## config.mk

```make
export PLATFORM = sky130hd
export DESIGN_NAME = uart_tx_drain
export DESIGN_NICKNAME = d
export VERILOG_FILES = /design/src/rtl/uart_tx_drain.sv
export SDC_FILE = /design/constraint.sdc
export NUM_CORES = 1
export LEC_CHECK = 0
export ABC_AREA = 0
export BUFFER_PORTS_ARGS = -buffer_cell sky130_fd_sc_hd__buf_2
export CAP_MARGIN = 25
export CORE_MARGIN = 5
export CORE_UTILIZATION = 50
export CTS_CLUSTER_DIAMETER = 80
export DETAILED_ROUTE_END_ITERATION = 16
export PLACE_DENSITY_LB_ADDON = 0.05
export SYNTH_ARGS = -nofsm -noshare
export SYNTH_HDL_FRONTEND = slang
export SYNTH_SLANG_ARGS = --single-unit
```

## constraint.sdc

```tcl
create_clock -name CLK -period 4.91 [get_ports CLK]
set_input_delay 0.491 -clock CLK [delete_from_list [all_inputs] [get_ports CLK]]
set_output_delay 0.491 -clock CLK [all_outputs]
set_load 0.01 [all_outputs]
```

## src/rtl/uart_tx_drain.sv

```systemverilog
// Drains the echo FIFO onto the board TX pin as 8N1 (8E1 when UART_TX_PARITY_EN is defined).
// One read strobe per frame; the byte is taken from the FIFO's registered read port one cycle later.
module uart_tx_drain #(
    parameter int CLK_FREQ   = 100_000_000,
    parameter int BAUD       = 115200,
    parameter int ADDR_WIDTH = 8
) (
    input  logic                  CLK,
    input  logic                  RST,
    input  logic [ADDR_WIDTH:0]   fifo_count,
    input  logic [7:0]            fifo_r_data,
    output logic                  fifo_r_enable,
    output logic                  tx,
    output logic                  busy
);

    localparam int DIV   = CLK_FREQ / BAUD;
    localparam int CNT_W = (DIV > 1) ? $clog2(DIV) : 1;
    localparam logic [CNT_W-1:0] CNT_MAX = CNT_W'(DIV - 1);

    typedef enum logic [2:0] {
        IDLE,
        FETCH,
        LOAD,
        START,
        DATA,
`ifdef UART_TX_PARITY_EN
        PARITY,
`endif
        STOP
    } state_t;

    state_t           state;
    logic [CNT_W-1:0] cnt;
    logic [2:0]       bit_idx;
    logic [7:0]       shreg;

    // fifo_count is only looked at in IDLE, so its one-cycle update lag after a read is harmless.
    always_ff @(posedge CLK) begin
        if (RST) begin
            state         <= IDLE;
            fifo_r_enable <= 1'b0;
            tx            <= 1'b1;
            cnt           <= '0;
            bit_idx       <= '0;
            shreg         <= '0;
        end else begin
            case (state)
                IDLE: begin
                    if (fifo_count != '0) begin
                        fifo_r_enable <= 1'b1;
                        state         <= FETCH;
                    end
                end
                FETCH: begin
                    fifo_r_enable <= 1'b0;
                    state         <= LOAD;
                end
                LOAD: begin
                    shreg <= fifo_r_data;
                    tx    <= 1'b0;
                    cnt   <= '0;
                    state <= START;
                end
                START: begin
                    if (cnt == CNT_MAX) begin
                        cnt     <= '0;
                        tx      <= shreg[0];
                        bit_idx <= '0;
                        state   <= DATA;
                    end else begin
                        cnt <= cnt + CNT_W'(1);
                    end
                end
                DATA: begin
                    if (cnt == CNT_MAX) begin
                        cnt <= '0;
                        if (bit_idx == 3'd7) begin
`ifdef UART_TX_PARITY_EN
                            tx    <= ^shreg;
                            state <= PARITY;
`else
                            tx    <= 1'b1;
                            state <= STOP;
`endif
                        end else begin
                            bit_idx <= bit_idx + 3'd1;
                            tx      <= shreg[bit_idx + 3'd1];
                        end
                    end else begin
                        cnt <= cnt + CNT_W'(1);
                    end
                end
`ifdef UART_TX_PARITY_EN
                PARITY: begin
                    if (cnt == CNT_MAX) begin
                        cnt   <= '0;
                        tx    <= 1'b1;
                        state <= STOP;
                    end else begin
                        cnt <= cnt + CNT_W'(1);
                    end
                end
`endif
                STOP: begin
                    if (cnt == CNT_MAX) begin
                        cnt   <= '0;
                        state <= IDLE;
                    end else begin
                        cnt <= cnt + CNT_W'(1);
                    end
                end
                default: begin
                    state         <= IDLE;
                    tx            <= 1'b1;
                    fifo_r_enable <= 1'b0;
                end
            endcase
        end
    end

    assign busy = (state != IDLE);

endmodule

```

Word-level counts from Yosys, hierarchy flattened
Index checks and enable logic that the tools add are counted.

Bits in registers: 26. Bits of input ports: 19. Output and inout port bits: 3. Logic and storage cells: 55.

Add/sub/neg operators: 2. Order comparisons: 1. Eq/ne operators: 13. Muxes and demuxes: 19. Bitwise operators: 2. Reduce and logical (&&, ||, !) cells: 12.

Operator list (number): two-way mux 3 bit (7); case mux 10 bit (2 select lines) (1); case mux 3 bit (6 select lines) (1); != test 2 bit (second input constant) (6); adder 10 x 1 -> 10 bit (second input constant) (1); equality test 10 bit (second input constant) (1); two-way mux 10 bit (1); equality test 3 bit (second input constant) (3); nonzero test 9 bit (1); equality test 3 x 2 -> 1 bit (second input constant) (2); case mux 3 bit (2 select lines) (1); OR reduction 3 bit (2); two-way mux 1 bit (5); AND reduction 5 bit (1); < comparator 3 x 4 -> 1 bit (second input constant) (1); case mux 1 bit (4 select lines) (1); AND reduction 4 bit (1); nonzero test 2 bit (2); OR reduction 4 bit (1); adder 3 x 1 -> 3 bit (second input constant) (1); binary-select mux 1 bit (select 3 bit) (1); equality test 3 x 1 -> 1 bit (second input constant) (1); logical NOT 3 bit (1); AND reduction 3 bit (1); 4 further kinds (5).

Depth between registers and ports, before layout
Word-level depth: 6. Gate-level depth with buffers: 8. Gate-level depth less buffers: 6.

Least setup slack after synthesis
OpenSTA, ideal clock, no wires.

Path type: register to register. From: reg bit_idx[0]. To: reg tx. Arrival time: 2.017 ns. Slack: 2.764 ns. Stages on the path, launching flop included: 7. Clock period less this slack: 2.146 ns. Cell sequence: dfxtp_1 > ha_1 > ha_1 > mux2_2 > mux4_2 > o41ai_2 > mux2i_1.

Longest elaborated chain between the ends: 6.

Ends and longest elaborated chain: start: declaration (line 35) `logic [2:0] bit_idx;`; start signal: assignment (line 87) `bit_idx <= bit_idx + 3'd1;`; adder 3 x 1 -> 3 bit (line 88) `tx <= shreg[bit_idx + 3'd1];`; binary-select mux 1 bit (select 3 bit) (line 88); two-way mux 1 bit (implied by the code) (line 88); two-way mux 1 bit * (line 78) `if (bit_idx == 3'd7) begin`; two-way mux 1 bit * (line 76) `if (cnt == CNT_MAX) begin`; case mux 1 bit (4 select lines) * (line 48) `case (state)`; end signal: assignment (line 68) `tx <= shreg[0];`; end signal: assignment (line 88); end: declaration (line 13) `output logic tx,`.

Every way passes the cells marked *; elsewhere a longest branch is shown, timed or not. The select of a mux whose other input is x is not followed. A chain may end at the register's enable or synchronous reset.

Worst setup path in the final report
Ends and elaborated chain as after synthesis.

==> metrics.yaml <==
outcome:
  status: "finished clean"
min_path:
  worstHoldEndpoint: "shreg[0]"
  hold_depth: 3
  hold_path.class: "in -> reg"
  min_from: "fifo_r_data[0]"
global_routing:
  grt_antenna_before_repair: 0
  grt_use_total: 0.1618
  grt_pass1_vias: 1244
  grt_pass1_wl_microns: 5444
  grt_max_degree: 29
  overflow: 0
detailed_routing:
  drt_wl_total_microns: 3076
  via_count: 1319
  wire_per_inst_microns: 14.24
  drtIter0Drc: 70
  viasPerCell: 6.106
  drtPass1Iterations: 4
  antenna_left: 0
  drc: 0
logic_synthesis:
  netlist_area_sq_um: 1450
  ys_seq_area_frac: 0.3589
  synth_enable_flop_cells: 0
  synthesis.yosys.warnings: 0
  ys_ff_latch: 26
  syn_inst: 172
  ys.flop_type: "dfxtp_1"
  syn-num-nets: 195
  async_reset_ff_frac: 0
  avgSynthCellArea_sq_um: 8.431
  synth_cell_type_count: 46
critical_path:
  crit_family: "multiplexers"
  max_stage_delay_ns: 0.49
  start_kind: "register"
  crit_path_end_kind: "register"
  r2r-end: "tx"
  crit_chain: "ha_1 > ha_1 > mux2_1 > mux4_2 > o41ai_2 > mux2i_1"
  crit_required_ns: 5.13
  arrival_ns: 2.49
  worstReg2RegStart: "bit_idx[0]"
  crit_buf_inv: 0
  critical_path.slowest_cell: "mux4_2"
  crit_path_max_fanout: 5
  cpMostUsedCell: "ha_1"
  regToRegSetupSlack_ns: 2.64
  r2r_cells: 6
  path_class: "reg -> reg"
timing:
  setup_violations: 0
  finClkSkew_ns: 0.006466
  tightest_slew_ns: 0.5596
  hold_violations: 0
  setup-tns-final_ns: 0
  period_share: 0.4633
  max_freq_mhz: 439.6
  setup_ws_ns: 2.635
  hold_ws_ns: 0.3927
  fin_crit_ns: 2.275
  slew_headroom: 0.6269
  rsz0062_at_grt: "false"
  report.final.slew_viol_count: 0
layout:
  fin_area_sq_um: 1577
  syn_to_final_growth_pct: 8.714
  diodes: 0
  final_common_cell: "dfxtp_1"
  drive_above_1_share: 0.1892
  fin_nets: 209
  finalNonFillerCells: 216
  fin_util: 0.5717
  final_cell_mix: "dfxtp_1, buf_2, nand2_1, a21oi_1, nand3_1"
die:
  fp.dieW_microns: 63.86
  start_util: 0.5259
  die-area_sq_um: 4077
  core_area_sq_um: 2758
  io_pins: 22
  die_h_microns: 63.86
  core.rowCount: 19
cts:
  cts_hold_buffers: 0
  cts_setup_buffers: 0
  clockRootBuffer: "clkbuf_4"
  clk_path_buf_depth: 2
  numCtsBuffers: 3
  cts_tree: "yes"
  htree_levels: 1
  clock_latency_ns: 0.32
  cts.clk_slew.worst_paths_ns: 0.14
  cts-resized-gates: 0
  cts_sinks: 26
place:
  dpl_worst_slack_ns: 2.620
  dp.cells: 212
  port_buffers: 21
  placed_cell_area_sq_um: 1540
  place.gp.congestion: 0.7631
  dp_hpwl_microns: 2300
power_and_ir_drop:
  leakage_nw: 0.5697
  ir_drop_mv: 0.1609
  power_density_nw_per_um2: 240.3
  p_total_uw: 378.9
run:
  cap_viol_max_count: 0
## worst min-delay path: cells and delay by family
kind                   cells  cell delay (ns)
and+or+nand+nor            1             0.04
AOI/OAI and AO/OA          1             0.05
buffers and inverters      1             0.10
## registers in the layout (all words and copies together) (netlist names)
| register | flops |
|---|---|
| bit_idx | 3 |
| cnt | 10 |
| fifo_r_enable | 1 |
| shreg | 8 |
| state | 3 |
| tx | 1 |
## area by class of cell
cell class / instances / area, sq um
Sequential cell: 26 / 520.5
Timing Repair Buffer: 21 / 105.1
Clock buffer: 4 / 36.28
Multi-Input combinational cell: 131 / 864.6
Fill cell: 263 / 1181
Tap cell: 31 / 38.79
Inverter: 3 / 11.26
## cells in the mapped netlist (2+ instances only)
library cell,number,area share
a211oi_1,3,0.016
a21oi_1,18,0.062
a311oi_1,5,0.030
a31oi_1,5,0.022
a32oi_1,2,0.012
a41oi_1,2,0.012
and3_1,2,0.0086
and3b_1,2,0.012
buf_2,4,0.014
clkbuf_1,7,0.018
dfxtp_1,26,0.36
ha_1,4,0.035
inv_1,3,0.0078
mux2_2,3,0.023
mux2i_1,2,0.014
nand2_1,19,0.049
nand2b_1,3,0.013
nand3_1,10,0.035
nand3b_1,2,0.010
nor2_1,9,0.023
nor2b_1,2,0.0086
nor3_1,3,0.010
o211ai_1,4,0.021
o21ai_0,9,0.031
or2_2,2,0.0086
## per-layer routing
layer,up-vias,global-route usage,wire (microns)
li1,676,-,-
met1,611,0.2108,1461
met2,25,0.2626,1420
met3,7,0.03327,132
met4,0,0.05974,61
met5,-,0,0
## worst max path at each step
stage               depth (start not counted)  slack, ns        from  end
finish                                      6       2.64  bit_idx[0]   tx
global route                                6       2.50  bit_idx[0]   tx
CTS                                         6       2.61  bit_idx[0]   tx
detailed placement                          6       2.62  bit_idx[0]   tx
global placement                            6       2.72  bit_idx[0]   tx
floorplan                                   6       2.76  bit_idx[0]   tx
## logic make-up after synthesis
family / Yosys count / synth area share
compound gates: 56 / 0.2589
buf+inv: 15 / 0.04487
simple gates: 64 / 0.2425
mux: 7 / 0.06039
flops: 26 / 0.3589
fa+ha+maj: 4 / 0.03451
## report_power, final
group          leakage (nW)  internal [mW]  switching [mW]  total [mW]
combinational         0.338         0.0187          0.0254      0.0440
clock                0.0210         0.0454          0.0637       0.109
sequential            0.211          0.218         0.00797       0.226
Note: power is estimated with default switching activity, not from simulation.
